## config.mk

```make
export PLATFORM = sky130hd
export DESIGN_NAME = instr_sequencer_flat
export DESIGN_NICKNAME = d
export VERILOG_FILES = /design/src/rtl/instr_sequencer_if.sv /design/src/rtl/instr_sequencer.sv /design/src/flat_wrapper.sv
export SDC_FILE = /design/constraint.sdc
export NUM_CORES = 1
export LEC_CHECK = 0
export BUFFER_PORTS_ARGS = -buffer_cell sky130_fd_sc_hd__buf_2
export CORE_UTILIZATION = 45
export DETAILED_ROUTE_END_ITERATION = 8
export PLACE_DENSITY = 0.77
export SLEW_MARGIN = 0
export SYNTH_ARGS = -nofsm -noshare
export SYNTH_HDL_FRONTEND = slang
export SYNTH_SLANG_ARGS = --single-unit
```

## constraint.sdc

```tcl
create_clock -name clk -period 1.7 [get_ports clk]
set_input_delay 0.425 -clock clk [delete_from_list [all_inputs] [get_ports clk]]
set_output_delay 0.425 -clock clk [all_outputs]
set_load 0.02 [all_outputs]
```

## src/rtl/instr_sequencer_if.sv

```systemverilog
// Instruction- and data-memory handshake bundle between the sequencer (master) and memories (slave).
interface instr_sequencer_if;
    logic        imem_req;
    logic [31:0] imem_addr;
    logic        imem_ack;
    logic [31:0] imem_rdata;
    logic        dmem_req;
    logic        dmem_we;
    logic [31:0] dmem_addr;
    logic        dmem_ack;
    logic [31:0] dmem_rdata;

    modport master (
        output imem_req, imem_addr, dmem_req, dmem_we, dmem_addr,
        input  imem_ack, imem_rdata, dmem_ack, dmem_rdata
    );

    modport slave (
        input  imem_req, imem_addr, dmem_req, dmem_we, dmem_addr,
        output imem_ack, imem_rdata, dmem_ack, dmem_rdata
    );
endinterface

```

## src/rtl/instr_sequencer.sv

```systemverilog
// Multi-cycle MIPS sequencer: FETCH/DECODE/EXEC/MEM/WB/RETIRE with halt and retired counter.
module instr_sequencer #(
    parameter logic [31:0] RESET_PC = 32'h0000_0000,
    parameter int unsigned CNT_W    = 32
) (
    input  logic                 clk,
    input  logic                 rst_n,
    instr_sequencer_if.master    bus,
    output logic [31:0]          instr,
    input  logic                 dec_wr_en,
    input  logic                 dec_load,
    input  logic                 dec_store,
    input  logic [31:0]          alu_result,
    input  logic                 br_taken,
    input  logic [31:0]          br_target,
    output logic                 rf_we,
    output logic [31:0]          rf_wdata,
    output logic [31:0]          pc,
    input  logic                 halt_req,
    output logic                 halted,
    output logic [CNT_W-1:0]     retired
);
    localparam int unsigned XLEN = 32;

    typedef enum logic [2:0] {
        S_FETCH, S_DECODE, S_EXEC, S_MEM, S_WB, S_RETIRE, S_HALT
    } state_e;

    state_e            state_q, state_d;
    logic [XLEN-1:0]   pc_q, pc_d;
    logic [XLEN-1:0]   npc_q, npc_d;
    logic [XLEN-1:0]   instr_q, instr_d;
    logic [XLEN-1:0]   dmem_addr_q, dmem_addr_d;
    logic [XLEN-1:0]   rf_wdata_q, rf_wdata_d;
    logic [CNT_W-1:0]  retired_q, retired_d;
    logic              store_q, store_d;
    logic              imem_req_q, imem_req_d;
    logic              dmem_req_q, dmem_req_d;
    logic              dmem_we_q, dmem_we_d;
    logic              rf_we_q, rf_we_d;
    logic              halted_q, halted_d;

    // State and registered outputs; reset drops every request in the same cycle.
    always_ff @(posedge clk or negedge rst_n) begin
        if (!rst_n) begin
            state_q     <= S_FETCH;
            pc_q        <= RESET_PC;
            npc_q       <= RESET_PC;
            instr_q     <= '0;
            dmem_addr_q <= '0;
            rf_wdata_q  <= '0;
            retired_q   <= '0;
            store_q     <= 1'b0;
            imem_req_q  <= 1'b0;
            dmem_req_q  <= 1'b0;
            dmem_we_q   <= 1'b0;
            rf_we_q     <= 1'b0;
            halted_q    <= 1'b0;
        end else begin
            state_q     <= state_d;
            pc_q        <= pc_d;
            npc_q       <= npc_d;
            instr_q     <= instr_d;
            dmem_addr_q <= dmem_addr_d;
            rf_wdata_q  <= rf_wdata_d;
            retired_q   <= retired_d;
            store_q     <= store_d;
            imem_req_q  <= imem_req_d;
            dmem_req_q  <= dmem_req_d;
            dmem_we_q   <= dmem_we_d;
            rf_we_q     <= rf_we_d;
            halted_q    <= halted_d;
        end
    end

    // Next-state and datapath updates; strobes are decoded from the next state so they are flopped.
    always_comb begin
        state_d     = state_q;
        pc_d        = pc_q;
        npc_d       = npc_q;
        instr_d     = instr_q;
        dmem_addr_d = dmem_addr_q;
        rf_wdata_d  = rf_wdata_q;
        retired_d   = retired_q;
        store_d     = store_q;

        case (state_q)
            S_FETCH: begin
                if (bus.imem_ack) begin
                    instr_d = bus.imem_rdata;
                    state_d = S_DECODE;
                end
            end
            S_DECODE: state_d = S_EXEC;
            S_EXEC: begin
                dmem_addr_d = alu_result;
                rf_wdata_d  = alu_result;
                npc_d       = br_taken ? br_target : pc_q + XLEN'(4);
                // load+store together resolves as a store
                store_d     = dec_store;
                if (dec_load || dec_store) state_d = S_MEM;
                else if (dec_wr_en)        state_d = S_WB;
                else                       state_d = S_RETIRE;
            end
            S_MEM: begin
                if (bus.dmem_ack) begin
                    if (store_q) begin
                        state_d = S_RETIRE;
                    end else begin
                        rf_wdata_d = bus.dmem_rdata;
                        state_d    = S_WB;
                    end
                end
            end
            S_WB: state_d = S_RETIRE;
            S_RETIRE: begin
                pc_d      = npc_q;
                retired_d = retired_q + CNT_W'(1);
                state_d   = halt_req ? S_HALT : S_FETCH;
            end
            S_HALT: begin
                if (!halt_req) state_d = S_FETCH;
            end
            default: state_d = S_FETCH;
        endcase

        imem_req_d = (state_d == S_FETCH);
        dmem_req_d = (state_d == S_MEM);
        dmem_we_d  = (state_d == S_MEM) && store_d;
        rf_we_d    = (state_d == S_WB);
        halted_d   = (state_d == S_HALT);
    end

    assign bus.imem_req  = imem_req_q;
    assign bus.imem_addr = pc_q;
    assign bus.dmem_req  = dmem_req_q;
    assign bus.dmem_we   = dmem_we_q;
    assign bus.dmem_addr = dmem_addr_q;
    assign instr         = instr_q;
    assign rf_we         = rf_we_q;
    assign rf_wdata      = rf_wdata_q;
    assign pc            = pc_q;
    assign halted        = halted_q;
    assign retired       = retired_q;
endmodule

```

## src/flat_wrapper.sv

```systemverilog
// flat-port wrapper written by rule: the top's interface ports become plain ports
module instr_sequencer_flat 
#(
    parameter logic [31:0] RESET_PC = 32'h0000_0000,
    parameter int unsigned CNT_W    = 32
)
  (clk, rst_n, instr, dec_wr_en, dec_load, dec_store, alu_result, br_taken, br_target, rf_we, rf_wdata, pc, halt_req, halted, retired, bus_imem_req, bus_imem_addr, bus_dmem_req, bus_dmem_we, bus_dmem_addr, bus_imem_ack, bus_imem_rdata, bus_dmem_ack, bus_dmem_rdata);
  instr_sequencer_if bus_i ();
  input  logic clk;
  input  logic rst_n;
  output logic [31:0] instr;
  input  logic dec_wr_en;
  input  logic dec_load;
  input  logic dec_store;
  input  logic [31:0] alu_result;
  input  logic br_taken;
  input  logic [31:0] br_target;
  output logic rf_we;
  output logic [31:0] rf_wdata;
  output logic [31:0] pc;
  input  logic halt_req;
  output logic halted;
  output logic [CNT_W-1:0] retired;
  output wire logic [$bits(bus_i.imem_req)-1:0] bus_imem_req;
  output wire logic [$bits(bus_i.imem_addr)-1:0] bus_imem_addr;
  output wire logic [$bits(bus_i.dmem_req)-1:0] bus_dmem_req;
  output wire logic [$bits(bus_i.dmem_we)-1:0] bus_dmem_we;
  output wire logic [$bits(bus_i.dmem_addr)-1:0] bus_dmem_addr;
  input wire logic [$bits(bus_i.imem_ack)-1:0] bus_imem_ack;
  input wire logic [$bits(bus_i.imem_rdata)-1:0] bus_imem_rdata;
  input wire logic [$bits(bus_i.dmem_ack)-1:0] bus_dmem_ack;
  input wire logic [$bits(bus_i.dmem_rdata)-1:0] bus_dmem_rdata;
  assign bus_imem_req = bus_i.imem_req;
  assign bus_imem_addr = bus_i.imem_addr;
  assign bus_dmem_req = bus_i.dmem_req;
  assign bus_dmem_we = bus_i.dmem_we;
  assign bus_dmem_addr = bus_i.dmem_addr;
  assign bus_i.imem_ack = bus_imem_ack;
  assign bus_i.imem_rdata = bus_imem_rdata;
  assign bus_i.dmem_ack = bus_dmem_ack;
  assign bus_i.dmem_rdata = bus_dmem_rdata;
  instr_sequencer #(.RESET_PC(RESET_PC), .CNT_W(CNT_W)) u_core (.clk(clk), .rst_n(rst_n), .bus(bus_i), .instr(instr), .dec_wr_en(dec_wr_en), .dec_load(dec_load), .dec_store(dec_store), .alu_result(alu_result), .br_taken(br_taken), .br_target(br_target), .rf_we(rf_we), .rf_wdata(rf_wdata), .pc(pc), .halt_req(halt_req), .halted(halted), .retired(retired));
endmodule
```

==> impl_metrics.toml, run 1 <==
[run_status]
status = "complete, but fails checks"
violations = "setup timing"

[worst_setup_path]
critical_path.max_fanout = 7
r2r-start = "u_core.state_q[1]"
worst-r2r-setup-slack_ns = -0.03
cp-start-kind = "flop"
end_kind = "flop"
cp.required_ns = 2.13
r2r_end = "u_core.retired[30]"
r2r_cells = 7
cp.arrival_ns = 2.16
crit_type = "flop to flop"

[synthesis]
synth_edf_count = 0
syn-instance-count = 934
ys_seq_area_share_pct = 54.79
syn-cell-area_sq_um = 9180
synth_ff_type = "dfrtp_1"
synth_area_per_cell_sq_um = 9.829
ys_ff_latch = 201
yosysWarnings = 0
ys_async_sr_fraction_pct = 100.0
synth.distinct_cells = 44
syn-num-nets = 1073

[clocking]
cts_buffers = 22
cts_root_buffer = "clkbuf_16"
cts.clk_slew.worst_paths_ns = 0.06
cts_buffer_depth = 3
cts_tree = "yes"
clkSinkCount = 201
htree_levels = 1
clk_latency_ns = 0.51

[route]
vias = 8290
dr.max_layer_used = "met4"
wirelength_met1_microns = 10610
wl_met3_microns = 2105
vias_per_cell = 5.217
wirelength_microns = 27030
post-route-drc-count = 0
drt_iter0_markers = 382
dr_wl_met2_microns = 13640
routedWlPerCell_microns = 17.01
ant_nets = 0
firstDrtPassIters = 4

[timing]
rsz0062_at_grt = "true"
finalMaxSlewViolations = 0
finalSetupViolations = 1
fmax_ghz = 0.5770
hold_violations = 0
skew_ns = 0.01669
fin_hold_ws_ns = 0.1278
finalCritPeriodShare_pct = 102.0
slew_headroom_pct = 72.83
tightest_slew_ns = 0.4075
finalWorstSetupSlack_ns = -0.03325
fin_crit_ns = 1.733

[die]
dieArea_sq_um = 20980
num_rows = 51
die_h_microns = 144.8
io_pins = 334
start_util_pct = 46.56
core_sq_um = 19720
die_x_microns = 144.8

[power_and_ir_drop]
p_int_mw = 14.04
p_leak_nw = 6.522
p_clk_share_pct = 19.7
power_mw = 24.14
seq_power_share_pct = 33.9
p_sw_share_pct = 41.84
peakVddDrop_uv = 1122
p_switching_mw = 10.10
power_density_nw_per_um2 = 1923
power_frac_comb_pct = 46.4

[cells_and_area]
instances_no_fill = 1589
fin_nets = 1448
antenna_cells = 0
drive_gt1_share_pct = 41.54
final_cell_mix = "buf_2, nand2_1, dfrtp_1, buf_4, nor2_1"
synthToLayoutAreaGrowth_pct = 36.75
final_common_cell = "buf_2"

[grt]
gr-usage-all-layers_pct = 24.92
antenna_found_initial = 0
grt_max_degree = 55
grt_remaining_overflow = 0
grt_pass1_wl_microns = 40620
grt_pass1_vias = 8196

[min_path]
min_path_cells = 3
holdCritStartpoint = "alu_result[29]"
hp-class = "input port to flop"
worstHoldEndpoint = "u_core.bus.dmem_addr[29]"

[place]
dp.cells = 1540
gp_congestion = 0.8468
port_buffers = 333
place_hpwl_microns = 19080

[job]
maxCapViolations = 0
power groups by stage:
stage	Clock (mW)	Sequential (mW)	Combinational (mW)
6_report	4.76	8.19	11.2
3_5_place_dp	0	8.20	10.9
4_1_cts	4.86	8.16	10.9
3_3_place_gp	0	8.10	10.6
5_1_grt	5.04	8.43	12.2
2_1_floorplan	0	10.2	4.91
stage by stage:
step / cell area (sq um) / util [%] / setup TNS, ns / setup WS (ns)
2_1_floorplan: 9259 / - / -0.05873 / -0.04567
3_3_place_gp: 11590 / 58.80 / 0 / 0.03795
3_5_place_dp: 11590 / 58.80 / -0.1393 / -0.06221
4_1_cts: 12350 / 62.64 / -0.01202 / -0.007185
5_1_grt: 12550 / 63.67 / -0.2430 / -0.06908
6_report: 12550 / 63.67 / -0.03325 / -0.03325
area by class of cell:
class                   count  area [sq um]
repair buffers            426          2570
flip-flops and latches    201          5064
inverters                  12         45.04
well taps                 265         331.6
fillers                  1593          7164
clock buffers              37         678.2
clock inverters             2         37.54
multi-input cells         646          3827
timing repair:
action	CTS	global route
endpoints found under the hold margin	37	0
gates resized for setup	2	43
hold buffers	1	0
setup endpoints to repair	14	75
pin swaps	3	10
setup buffers	3	5
gates cloned	0	1
cells by family (layout without fill, tap and decap cells):
group                      count (synthesis)  after routing  synth area share [%]
xor gates and xnor gates                  54             54                 5.152
muxes                                     69             69                 7.960
buffers and inverters                     87            477                 5.138
AOI/OAI and AO/OA                        109            109                 6.311
and+or+nand+nor                          411            411                 20.27
adders and majority gates                  3              3                0.3816
DFF                                      201            201                 54.79
cell usage after synthesis, types with 2 or more instances:
library cell	n	share of area (%)
and3_1	13	0.89
and4_1	2	0.19
xnor2_1	27	2.6
ha_1	2	0.27
or3_1	4	0.27
o21ai_0	33	1.8
buf_4	32	2.6
dfrtp_1	201	55
mux2_2	31	3.8
o31ai_1	2	0.16
mux2i_1	37	4.0
nor3_1	18	0.98
inv_1	12	0.49
nor2_1	75	3.1
nand2b_1	4	0.27
nand3_4	2	0.38
buf_2	20	1.1
nand4_1	20	1.4
nor4_2	2	0.27
nor4_1	3	0.20
xor2_1	27	2.6
nor4_4	2	0.46
clkbuf_1	23	0.94
o22ai_1	9	0.61
nand3_2	2	0.22
nand3_1	23	1.3
a21oi_1	60	3.3
nor2b_1	2	0.14
or2_2	2	0.14
nand2_1	230	9.4
layer usage:
metal	track usage, %	vias up
li1	-	3850
met1	29.72	4052
met4	8.310	0
met5	0	-
met2	44.26	337
met3	5.594	51
sequential cells by signal, summed over array words and instances, names as in the netlist:
signal,count
u_core.bus.dmem_addr,32
u_core.bus.imem_addr,32
u_core.rf_wdata,32
u_core.store_q,1
u_core.bus.dmem_req,1
u_core.bus.imem_req,1
u_core.bus.dmem_we,1
u_core.state_q,3
u_core.halted,1
u_core.rf_we,1
u_core.npc_q,32
u_core.retired,32
u_core.instr,32
critical path: stages (launching register included):
cell	delay (ns)
dfrtp_2	0.45
nand3b_1	0.17
buf_4	0.17
nor2_1	0.11
buf_4	0.13
nand3_1	0.17
nor3_1	0.27
xor2_1	0.18
worst max path at each step:
stage	slack, ns	cells after the start	from	endpoint
after floorplan	-0.05	6	u_core.bus.imem_addr[2]	u_core.npc_q[28]
after global placement	0.04	6	u_core.state_q[1]	u_core.rf_wdata[2]
after detailed placement	-0.06	7	u_core.bus.imem_addr[3]	u_core.npc_q[16]
after CTS	-0.007	6	u_core.bus.imem_addr[3]	u_core.npc_q[28]
after global routing	-0.07	7	u_core.state_q[1]	u_core.retired[30]
final	-0.03	7	u_core.state_q[1]	u_core.retired[30]
Note: power is estimated with default switching activity, not from simulation.
==> inputs of run 2 (changes only) <==
--- a/config.mk
+++ b/config.mk
@@ -6,9 +6,9 @@
 export NUM_CORES = 1
 export LEC_CHECK = 0
 export BUFFER_PORTS_ARGS = -buffer_cell sky130_fd_sc_hd__buf_2
-export CORE_UTILIZATION = 45
+export CORE_UTILIZATION = 54
 export DETAILED_ROUTE_END_ITERATION = 8
-export PLACE_DENSITY = 0.77
+export PLACE_DENSITY = 0.86
 export SLEW_MARGIN = 0
 export SYNTH_ARGS = -nofsm -noshare
 export SYNTH_HDL_FRONTEND = slang
==> constraint.sdc (replaced) <==
create_clock -name clk -period 2.15 [get_ports clk]
set_input_delay 0.5375 -clock clk [delete_from_list [all_inputs] [get_ports clk]]
set_output_delay 0.5375 -clock clk [all_outputs]
set_load 0.02 [all_outputs]
==> run 2 against run 1 <==
Against the previous run:
- the run now ends clean
- non-clock buffer count is 65 lower
- clock skew shrank 0.0093 ns
- hold slack got worse by 0.086 ns
- combinational power is 29% lower
- clock-buffer cell count shrank 12
- first-iteration DRC count grew 6.8%
- sequential power is 19% lower
- via count shrank 3.3%
- sequential cell count unchanged
- sequential share of layout area grew 2.3 points
- critical path depth decreased by 2
- routed wire length is 5.4% lower
==> impl_metrics.toml, run 2 (same netlist as run 1, synthesis figures left out) <==
[run_status]
status = "completed"

[grt]
grt_pass1_wl_microns = 40950
antenna_found_initial = 4
gr-usage-all-layers_pct = 29.15
grt_pass1_vias = 8347
grt_remaining_overflow = 0
grt_max_degree = 69

[clocking]
clkSinkCount = 201
htree_levels = 1
cts_tree = "yes"
cts.clk_slew.worst_paths_ns = 0.06
cts_setup_buffers = 0
cts_buffers = 22
cts_root_buffer = "clkbuf_16"
clk_latency_ns = 0.49
cts_buffer_depth = 3

[cells_and_area]
fillers = 1237
fin_nets = 1383
instances_no_fill = 1484
final_core_util_pct = 71.12
synthToLayoutAreaGrowth_pct = 28.47
final_common_cell = "buf_2"
final_cell_mix = "buf_2, nand2_1, dfrtp_1, nor2_1, a21oi_1"
drive_gt1_share_pct = 36.11

[route]
ant_nets = 0
firstDrtPassIters = 5
vias = 8019
routedWlPerCell_microns = 17.23
drt_iter0_markers = 408
dr.max_layer_used = "met4"
wl_met3_microns = 1744
vias_per_cell = 5.404
wirelength_microns = 25560
post-route-drc-count = 0
wirelength_met1_microns = 9577
dr_wl_met2_microns = 13350

[power_and_ir_drop]
power_frac_comb_pct = 43.2
peakVddDrop_uv = 1079
seq_power_share_pct = 36.1
power_density_nw_per_um2 = 1550
p_clk_share_pct = 20.6
p_switching_mw = 7.797
p_sw_share_pct = 42.66
p_int_mw = 10.48
p_leak_nw = 6.194

[worst_setup_path]
r2r_end = "u_core.retired[31]"
cp-start-kind = "flop"
worst-r2r-setup-slack_ns = 0.23
end_kind = "flop"
cp.arrival_ns = 2.33
worst-path-buf-inv = 0
r2r_cells = 5
r2r-start = "u_core.retired[8]"
cp_cell_sequence = "nand4_1 -> nor4_4 -> nand3_1 -> nor4b_2 -> xor2_1"
cp_top_family = "simple AND/OR/NAND/NOR gates"
crit_type = "flop to flop"
slowest_stage = "nor4_4"
critical_path.max_fanout = 7
max_stage_delay_ns = 0.52
cp.required_ns = 2.57

[timing]
tns_ns = 0
tightest_slew_ns = 0.5707
finalSetupViolations = 0
finalMaxSlewViolations = 0
skew_ns = 0.007349
fmax_ghz = 0.5214
fin_hold_ws_ns = 0.04217
slew_headroom_pct = 61.95
finalCritPeriodShare_pct = 89.20
hold_violations = 0
rsz0062_at_grt = "false"
fin_crit_ns = 1.918
finalWorstSetupSlack_ns = 0.2321

[die]
die_x_microns = 132.4
dieArea_sq_um = 17530
core_sq_um = 16580
io_pins = 334
die_h_microns = 132.4
num_rows = 47
start_util_pct = 55.36

[place]
gp_congestion = 0.8586
dp_slack_ns = 0.1286
dp.cells = 1440
place_hpwl_microns = 17840
port_buffers = 333

[min_path]
hp-class = "input port to asynchronous set/reset pin"

[job]
maxCapViolations = 0
run 2: cell count changes in the layout (fill, tap and decap cells not counted), moves of 3 or more:
cell      previous run  this run
buf_4               85        19
nor3_2               6         1
dfrtp_1            174       200
buf_2              320       332
clkbuf_8             6         3
clkbuf_1             9         0
dfrtp_2             27         1
buf_6                9         0
nor3_1              12        18
clkinv_2             0        11
diode_2              0         4
run 2: metal layers:
metal  up-vias  track usage [%]
met5         -                0
met4         0            12.26
met3        67            5.113
met2       365            52.75
met1      3873            33.99
li1       3714                -
run 2: area by class of cell:
class | instances | area, sq um | area share, %
inverters | 12 | 45.04 | 0.3819
repair buffers | 361 | 1998 | 16.94
well taps | 220 | 275.3 | 2.334
flip-flops and latches | 201 | 5031 | 42.66
clock inverters | 15 | 131.4 | 1.114
clock buffers | 25 | 603.1 | 5.114
diodes | 4 | 10.01 | 0.08487
multi-input cells | 646 | 3700 | 31.37
run 2: per-stage QoR:
stage                     total power, mW  instance area, sq um
final                               18.28                 11790
after global routing                19.30                 11790
after CTS                           18.34                 11780
after detailed placement            14.50                 11050
after global placement              14.14                 11050
after floorplan                     11.84                  9180
run 2: worst max path at each step:
stage                                       start                  to  cells past startpoint
final                           u_core.retired[8]  u_core.retired[31]                      5
after global routing            u_core.retired[8]  u_core.retired[28]                      5
after CTS                       u_core.state_q[0]  u_core.retired[28]                      5
after detailed placement        u_core.state_q[0]  u_core.retired[28]                      5
after global placement          u_core.state_q[0]  u_core.retired[30]                      5
after floorplan           u_core.bus.imem_addr[2]    u_core.npc_q[28]                      6
run 2: timing repair:
item / 4_1_cts / 5_1_grt
resized for setup: 0 / 1
setup endpoints to repair: 0 / 5
hold endpoints to repair: 0 / 0
hold buffers: 0 / 0
run 2: power by group through the flow:
stage / registers [mW] / logic [mW] / clock network (mW)
after floorplan: 7.98 / 3.86 / 0
after global placement: 6.51 / 7.64 / 0
after detailed placement: 6.59 / 7.91 / 0
after CTS: 6.57 / 7.95 / 3.82
after global routing: 6.81 / 8.52 / 3.98
final: 6.60 / 7.90 / 3.77
run 2: worst reg2reg max path, cell delays in order (launching register included):
cell and delay, ns:
dfrtp_1 0.44, nand4_1 0.21, nor4_4 0.52, nand3_1 0.22, nor4b_2 0.28, xor2_1 0.17
==> inputs of run 3 (changes only) <==
--- a/config.mk
+++ b/config.mk
@@ -5,10 +5,13 @@
 export SDC_FILE = /design/constraint.sdc
 export NUM_CORES = 1
 export LEC_CHECK = 0
+export ABC_CLOCK_PERIOD_IN_PS = 2150
 export BUFFER_PORTS_ARGS = -buffer_cell sky130_fd_sc_hd__buf_2
 export CORE_UTILIZATION = 54
 export DETAILED_ROUTE_END_ITERATION = 8
 export PLACE_DENSITY = 0.86
+export RECOVER_POWER = 25
+export SETUP_SLACK_MARGIN = 0.2
 export SLEW_MARGIN = 0
 export SYNTH_ARGS = -nofsm -noshare
 export SYNTH_HDL_FRONTEND = slang
==> run 3 against run 2 <==
Against the previous run:
- the flow now finishes with violations (capacitance limit, slew limit)
- total power up 0.42%
- sequential power about the same
- final area up 0.58%
- final cell count up 0.20%
- setup slack better by 0.045 ns
- core utilization up 0.41 points
- critical path depth up 1
- critical endpoint is now u_core.npc_q[26]
- largest cell class unchanged
==> impl_metrics.toml, run 3 (same netlist as run 1, synthesis figures left out) <==
[worst_setup_path]
r2r_end = "u_core.npc_q[26]"
cp.arrival_ns = 2.24
critical_path.max_fanout = 6
cp-start-kind = "flop"
r2r-start = "u_core.bus.imem_addr[3]"
cp.required_ns = 2.52
end_kind = "flop"
r2r_cells = 6
crit_type = "flop to flop"
worst-r2r-setup-slack_ns = 0.28

[timing]
hold_violations = 0
finalWorstSetupSlack_ns = 0.2775
fin_crit_ns = 1.872
fmax_ghz = 0.5341
finalCritPeriodShare_pct = 87.09
skew_ns = 0.01065
tightest_slew_ns = 1.515
tns_ns = 0
slew_headroom_pct = -1.030
finalMaxSlewViolations = 53
finalSetupViolations = 0
rsz0062_at_grt = "false"

[place]
place_hpwl_microns = 17560
dpl_cell_area_sq_um = 11060
port_buffers = 333
dp_slack_ns = 0.1760
gp_congestion = 0.8840

[grt]
grt_remaining_overflow = 0
gr-usage-all-layers_pct = 28.57
antenna_found_initial = 2
grt_pass1_wl_microns = 40120
grt_max_degree = 65
grt_pass1_vias = 8117

[clocking]
cts_tree = "yes"
clkSinkCount = 201
htree_levels = 1
clk_latency_ns = 0.50
cts_buffer_depth = 3
cts_buffers = 22
cts.clk_slew.worst_paths_ns = 0.06
cts_root_buffer = "clkbuf_16"

[min_path]
hp-class = "input port to flop"
holdCritStartpoint = "alu_result[3]"
min_path_cells = 3
worstHoldEndpoint = "u_core.bus.dmem_addr[3]"

[route]
vias_per_cell = 5.461
wirelength_microns = 25030
post-route-drc-count = 0
vias = 8121
routedWlPerCell_microns = 16.83
firstDrtPassIters = 5
ant_nets = 0
drt_iter0_markers = 477

[cells_and_area]
fillers = 1203
fin_nets = 1389
final_common_cell = "buf_2"
drive_gt1_share_pct = 36.65
final_core_util_pct = 71.53
synthToLayoutAreaGrowth_pct = 29.22
design_area_sq_um = 11860
final_cell_mix = "buf_2, nand2_1, dfrtp_1, nor2_1, a21oi_1"

[job]
maxCapViolations = 1

[die]
start_util_pct = 55.36
die_x_microns = 132.4
io_pins = 334
dieArea_sq_um = 17530
core_sq_um = 16580
num_rows = 47
die_h_microns = 132.4

[power_and_ir_drop]
power_density_nw_per_um2 = 1547
peakVddDrop_uv = 1049
p_leak_nw = 6.219

[run_status]
violations = "capacitance limit, slew limit"
status = "complete, but fails checks"
run 3: final cells by class:
class | instances | area (sq um) | area share, %
tap | 220 | 275.3 | 2.320
sequential | 201 | 5040 | 42.49
clock inverter | 4 | 48.80 | 0.4113
clock buffer | 36 | 694.4 | 5.854
multi-input combinational | 646 | 3729 | 31.43
timing repair buffer | 367 | 2028 | 17.10
inverter | 12 | 45.04 | 0.3797
antenna | 1 | 2.502 | 0.02109
run 3: repair_timing:
| action | CTS | global route |
|---|---|---|
| setup endpoints to repair | 3 | 54 |
| gates resized for setup | 1 | 12 |
| pin swaps | 1 | 2 |
| cloned | 0 | 0 |
| buffers inserted | 0 | 4 |
| hold buffers | 0 | 0 |
run 3: per-stage QoR:
stage	hold slack, ns	power [mW]	cells
floorplan	0.2419	11.84	934
global placement	0.4384	14.19	1442
detailed placement	0.4473	14.52	1442
CTS	0.02987	18.36	1482
global route	0.2563	19.42	1487
finish	0.2524	18.36	1487
run 3: metal layers:
| metal | vias to the layer above | global-route usage (%) | part of all wire [%] |
|---|---|---|---|
| met2 | 409 | 50.00 | 51 |
| met3 | 73 | 5.113 | 7.2 |
| li1 | 3729 | - | - |
| met5 | - | 0 | 0.056 |
| met4 | 2 | 11.81 | 3.8 |
| met1 | 3908 | 34.82 | 38 |
run 3: power breakdown:
| group | internal [mW] | leakage (nW) | switching [mW] |
|---|---|---|---|
| Clock | 2.32 | 0.367 | 1.46 |
| Sequential | 5.39 | 2.47 | 1.24 |
| Combinational | 2.91 | 3.39 | 5.04 |
| Total | 10.6 | 6.22 | 7.74 |
run 3: worst max path at each step:
stage	startpoint	depth (start not counted)	end
after floorplan	u_core.bus.imem_addr[3]	6	u_core.npc_q[28]
after global placement	u_core.state_q[0]	5	u_core.retired[28]
after detailed placement	u_core.state_q[0]	5	u_core.retired[28]
after CTS	u_core.bus.imem_addr[5]	5	u_core.npc_q[23]
after global routing	u_core.retired[9]	6	u_core.retired[28]
final	u_core.bus.imem_addr[3]	6	u_core.npc_q[26]
run 3: critical path: stages (launching register included):
cell and delay (ns):
dfrtp_2 0.41, ha_2 0.22, nand3_2 0.09, or3_4 0.43
o31a_1 0.32, nor3_1 0.16, o21ai_0 0.12
